### src/rtl/timer_sequencer.sv
`default_nettype none
// ============================================================================
// Module   : timer_sequencer
// Purpose  : Periodic tick generator with finite/continuous bursts, pause/stop.
// Revision : 1.0  initial release
// ============================================================================
module timer_sequencer #(
    parameter int COUNT_WIDTH = 10,
    parameter int BURST_WIDTH = 8
) (
    input  logic                   i_CLK,
    input  logic                   i_RST,
    input  logic                   i_START,
    input  logic                   i_STOP,
    input  logic                   i_PAUSE,
    input  logic [COUNT_WIDTH-1:0] i_PERIOD,
    input  logic [BURST_WIDTH-1:0] i_BURST,
    output logic [COUNT_WIDTH-1:0] o_CNT,
    output logic                   o_TICK,
    output logic [BURST_WIDTH-1:0] o_BURST_CNT,
    output logic                   o_DONE,
    output logic                   o_BUSY,
    output logic [1:0]             o_STATE
);

    typedef enum logic [1:0] {
        S_IDLE   = 2'd0,
        S_RUN    = 2'd1,
        S_PAUSED = 2'd2,
        S_DONE   = 2'd3
    } state_t;

    localparam logic [COUNT_WIDTH-1:0] C_CNT_ONE   = {{(COUNT_WIDTH-1){1'b0}}, 1'b1};
    localparam logic [BURST_WIDTH-1:0] C_BURST_ONE = {{(BURST_WIDTH-1){1'b0}}, 1'b1};

    state_t                 r_state;
    logic [COUNT_WIDTH-1:0] r_period;
    logic [BURST_WIDTH-1:0] r_burst;
    logic [COUNT_WIDTH-1:0] r_cnt;
    logic [BURST_WIDTH-1:0] r_burst_cnt;
    logic                   r_tick;
    logic                   r_done;

    logic [COUNT_WIDTH-1:0] w_period_last;
    logic [BURST_WIDTH-1:0] w_burst_next;

    // r_period is never 0 while running, so period-1 cannot underflow.
    assign w_period_last = r_period - C_CNT_ONE;
    assign w_burst_next  = r_burst_cnt + C_BURST_ONE;

    always_ff @(posedge i_CLK or posedge i_RST) begin
        if (i_RST) begin
            r_state     <= S_IDLE;
            r_period    <= '0;
            r_burst     <= '0;
            r_cnt       <= '0;
            r_burst_cnt <= '0;
            r_tick      <= 1'b0;
            r_done      <= 1'b0;
        end else begin
            r_tick <= 1'b0;
            r_done <= 1'b0;
            if (i_STOP) begin
                r_state     <= S_IDLE;
                r_cnt       <= '0;
                r_burst_cnt <= '0;
            end else begin
                case (r_state)
                    S_IDLE, S_DONE: begin
                        if (i_START) begin
                            r_period    <= (i_PERIOD == '0) ? C_CNT_ONE : i_PERIOD;
                            r_burst     <= i_BURST;
                            r_cnt       <= '0;
                            r_burst_cnt <= '0;
                            r_state     <= S_RUN;
                        end
                    end
                    S_RUN, S_PAUSED: begin
                        // The edge that leaves PAUSED already counts, so a pause
                        // of N sampled edges delays the next tick by exactly N.
                        if (i_PAUSE) begin
                            r_state <= S_PAUSED;
                        end else if (r_cnt == w_period_last) begin
                            r_cnt       <= '0;
                            r_tick      <= 1'b1;
                            r_burst_cnt <= w_burst_next;
                            if ((r_burst != '0) && (w_burst_next == r_burst)) begin
                                r_state <= S_DONE;
                                r_done  <= 1'b1;
                            end else begin
                                r_state <= S_RUN;
                            end
                        end else begin
                            r_cnt   <= r_cnt + C_CNT_ONE;
                            r_state <= S_RUN;
                        end
                    end
                    default: r_state <= S_IDLE;
                endcase
            end
        end
    end

    assign o_STATE     = r_state;
    assign o_CNT       = r_cnt;
    assign o_BURST_CNT = r_burst_cnt;
    assign o_TICK      = r_tick;
    assign o_DONE      = r_done;
    assign o_BUSY      = (r_state == S_RUN) || (r_state == S_PAUSED);

endmodule
`default_nettype wire

### config.mk
export PLATFORM = sky130hd
export DESIGN_NAME = timer_sequencer
export DESIGN_NICKNAME = d
export VERILOG_FILES = /design/src/rtl/timer_sequencer.sv
export SDC_FILE = /design/constraint.sdc
export NUM_CORES = 1
export LEC_CHECK = 0
export CAP_MARGIN = 15
export CORE_MARGIN = 1.5
export CORE_UTILIZATION = 47
export DETAILED_ROUTE_END_ITERATION = 12
export HOLD_SLACK_MARGIN = 0.06
export PLACE_DENSITY = 0.76
export SLEW_MARGIN = 20
export SYNTH_ARGS = -nofsm -noshare
export SYNTH_HDL_FRONTEND = slang
export SYNTH_SLANG_ARGS = --single-unit
export TNS_END_PERCENT = 20
### constraint.sdc
create_clock -name i_CLK -period 2.44 [get_ports i_CLK]
set_input_delay 0.488 -clock i_CLK [delete_from_list [all_inputs] [get_ports i_CLK]]
set_output_delay 0.488 -clock i_CLK [all_outputs]
set_load 0.01 [all_outputs]
==> out/metrics.csv, run 1 <==
stage;metric;value;unit
status;run status;finished with violations;
status;failing checks;negative setup slack;
finish;Layout Nets;360;
setup_path;capturing point of the worst reg2reg path;o_BURST_CNT[0];
timing;Post-Route Skew;0.00709;ns
route;Pre-antenna DRT Iters;4;
finish;Multi-input gate area;0.00153;mm²
yosys;Synth Warn #;0;
cts;clock buffer depth;2;
global_routing;first-pass GRT wire length;9360;µm
finish;layout cells sized above 1;22.4;%
yosys;Synth Area in Simple Gates;23.3;%
setup_path;Startpoint Class;flip-flop;
die;Die Area;0.00574;mm²
timing;setup TNS;-0.00985;ns
setup_path;crit-path max FO;4;
timing;fmax;0.408;GHz
yosys;Mapped Avg Cell Area;9.36;µm²
timing;Hold WS;0.533;ns
timing;Final Max Slew Viols;0;
global_routing;Total GRT Usage;21.3;%
timing;RSZ-0062 raised after global routing;yes;
global_routing;antenna violations before repair;0;
cts;clock-pin slew of the registers on the worst-case setup and hold paths;0.08;ns
min_path;Hold EP;r_burst[1];
setup_path;worst r2r src;r_period[1];
yosys;largest family of logic cells by synthesized area;simple AND/OR/NAND/NOR gates;
yosys;top cell type's share of synthesized area;40.2;%
global_routing;vias in the first global route;1988;
yosys;Post-synth ARST share;100;%
power;Max VDD drop;0.417;mV
cts;Worst-Skew Late Latency;0.29;ns
route;Initial DRC Count;231;
route;DRC viols;0;
global_routing;pin count of the biggest net entering global routing;41;
finish;FF+latch area;0.00100;mm²
route;WL final;6170;µm
cts;CTS root buffer;clkbuf_8;
place;post-DP HPWL;4420;µm
die;Die H;75.8;µm
finish;Layout fillers;429;
yosys;Yosys cell types;47;
yosys;multiplexer share of the synthesized area;7.64;%
power;P per Cell Area;587;mW/mm²
die;row count;26;
timing;fin crit share;100;%
timing;Final min period;2.45;ns
finish;Post-Layout Cell Count;405;
finish;Finished Core Util;66.7;%
die;core area;0.00511;mm²
timing;Worst Tran Pin Value;0.500;ns
yosys;Post-Syn Area;0.00249;mm²
power;leakage;1.37;nW
yosys;net count after synthesis;292;
min_path;hold-critical path depth;1;
route;vias per inst;5.59;
yosys;sequential area share after synthesis;40.2;%
yosys;complex-gate fraction of the synthesized area;15.1;%
global_routing;total grt overflow;0;
route;Final ANT Viol Nets;0;
setup_path;Crit Path Category;flip-flop to flip-flop;
cts;TritonCTS clock tree;yes;
timing;Rel. slew slack;66.7;%
place;dpl cells;394;
finish;antenna cells;0;
setup_path;FF-to-FF setup slack;-0.01;ns
route;DR vias;2265;
yosys;ys flop type;dfrtp_1;
place;IO Port Bufs;45;
cts;Sink Count;40;
yosys;EDFF count, synth;0;
yosys;XOR/XNOR Fraction of Synth Area;8.79;%
route;routed len/inst;15.2;µm
die;Initial Utilization;48.8;%
min_path;Hold Startpoint;r_burst[1];
yosys;Synth area leaders;dfrtp_1 40%, mux2_2 7.2%, xnor2_1 6.0%;
die;Die W;75.8;µm
run;max-cap violation count;0;
setup_path;CP Capture Type;flip-flop;
setup_path;Critical Path RT;2.61;ns
cts;CTS Buf Count;5;
timing;final hold vios;0;
min_path;Hold WC Path Type;flip-flop to flip-flop;
setup_path;Worst EP arrival;2.62;ns
timing;Final setup viols;1;
yosys;area leader, netlist;dfrtp_1;
cts;H-Tree Depth;2;
die;io pins;46;
place;gpl congestion;0.818;
yosys;Yosys reg bits;40;
timing;min setup slack post-route;-0.00985;ns
yosys;Post-Synth Adder-Cell Area;1.51;%
cts;Post-CTS Hold Buffers;0;
yosys;cell count after synthesis;266;
setup_path;Reg2Reg Depth;9;
finish;layout overhead on the synthesized area;36.9;%
-- metrics by stage --
stage	power, mW	setup WS, ns	cell area, µm²
floorplan	1.26	-0.0767	2510
global placement	1.45	-0.00430	3190
detailed placement	1.48	-0.0264	3190
CTS	1.95	-0.0117	3320
global route	2.10	-0.113	3410
finish	2.00	-0.00985	3410
-- synthesized netlist by cell type (all sizes together) (2+ instances only) --
master	count
nor4b	4
o31ai	4
nor2	18
nand2	21
inv	12
nor4	5
a31oi	4
nand3	14
nand4	2
a21oi	14
buf	2
or4	4
and3	7
a211oi	4
nor3b	3
o211ai	3
or2	3
clkbuf	9
o22ai	2
nor2b	2
nand2b	6
dfrtp	40
mux2	16
xnor2	17
xor2	8
ha	3
o311ai	2
o21ai	15
nor3	9
and4b	2
-- per-layer routing --
layer / vias up / track usage (%) / part of all wire (%)
met5: - / 0 / 0
met4: 0 / 5.16 / 1.3
met3: 8 / 4.50 / 4.1
met2: 58 / 33.0 / 49
met1: 1096 / 30.3 / 46
li1: 1103 / - / -
-- power by group --
part	switching (mW)	internal (mW)
clock network	0.221	0.231
registers	0.124	0.754
logic	0.326	0.344
-- cell type report --
cell class | count | share of cell area [%]
inverters | 12 | 1.32
clock buffers | 8 | 2.64
well taps | 70 | 2.57
flip-flops and latches | 40 | 29.4
multi-input cells | 203 | 44.9
repair buffers | 72 | 19.2
-- timing repair --
action / 4_1_cts / 5_1_grt
resized for setup: 5 / 21
pin swaps: 4 / 3
buffers inserted: 2 / 1
gates cloned: 0 / 0
setup endpoints to repair: 7 / 17
-- sequential cells by signal, summed over array words and instances, names as in the netlist --
signal	flops
o_CNT	10
r_period	10
o_BURST_CNT	8
r_burst	8
o_STATE	2
o_DONE	1
o_TICK	1
-- how the worst max path moves through the flow --
stage | start | endpoint | slack, ns
CTS | r_period[1] | o_BURST_CNT[4] | -0.01
detailed placement | r_period[1] | o_CNT[3] | -0.03
global placement | r_period[1] | o_BURST_CNT[4] | -0.004
floorplan | r_period[0] | o_BURST_CNT[7] | -0.08
finish | r_period[1] | o_BURST_CNT[0] | -0.01
global route | r_period[1] | o_CNT[3] | -0.11
-- layout by cell type (no fill, tap or decap), drive strengths merged, types with 2 or more instances in the layout --
master         instances
clkdlybuf4s50         45
dfrtp                 40
buf                   27
nand2                 21
nor2                  18
xnor2                 17
mux2                  16
o21ai                 15
nand3                 14
a21oi                 14
inv                   12
nor3                   9
xor2                   8
clkbuf                 8
and3                   7
nand2b                 6
nor4                   5
a31oi                  4
o31ai                  4
or4                    4
nor4b                  4
a211oi                 4
or2                    3
o211ai                 3
ha                     3
nor3b                  3
nor2b                  2
nand4                  2
and4b                  2
o22ai                  2
o311ai                 2
-- critical path: stages (launching register included) --
cell and delay (ns):
dfrtp_1 0.41, or4_4 0.58, nor2_4 0.12, o2111ai_4 0.17, a2111oi_4 0.35, buf_4 0.21, a21oi_4 0.08, buf_4 0.15
o21ai_0 0.17, o31ai_1 0.09
-- kinds of logic (layout without fill, tap and decap cells) --
| kind of cell | Yosys count | after routing |
|---|---|---|
| AND/OR/NAND/NOR | 102 | 102 |
| AO/OA/AOI/OAI | 56 | 56 |
| flip-flops | 40 | 40 |
| XOR/XNOR | 25 | 25 |
| buffers and inverters | 23 | 92 |
| multiplexers | 17 | 17 |
| adder cells (fa/ha/maj) | 3 | 3 |
Note: power is estimated with default switching activity, not from simulation.
==> inputs of run 2 (changes only) <==
--- a/config.mk
+++ b/config.mk
@@ -9,7 +9,7 @@
 export CORE_MARGIN = 1.5
 export CORE_UTILIZATION = 47
 export DETAILED_ROUTE_END_ITERATION = 12
-export HOLD_SLACK_MARGIN = 0.06
+export HOLD_SLACK_MARGIN = 0.02
 export PLACE_DENSITY = 0.76
 export SLEW_MARGIN = 20
 export SYNTH_ARGS = -nofsm -noshare
==> results of run 2 <==
Same layout as run 1: the final DEF is identical, and so are final timing and power.
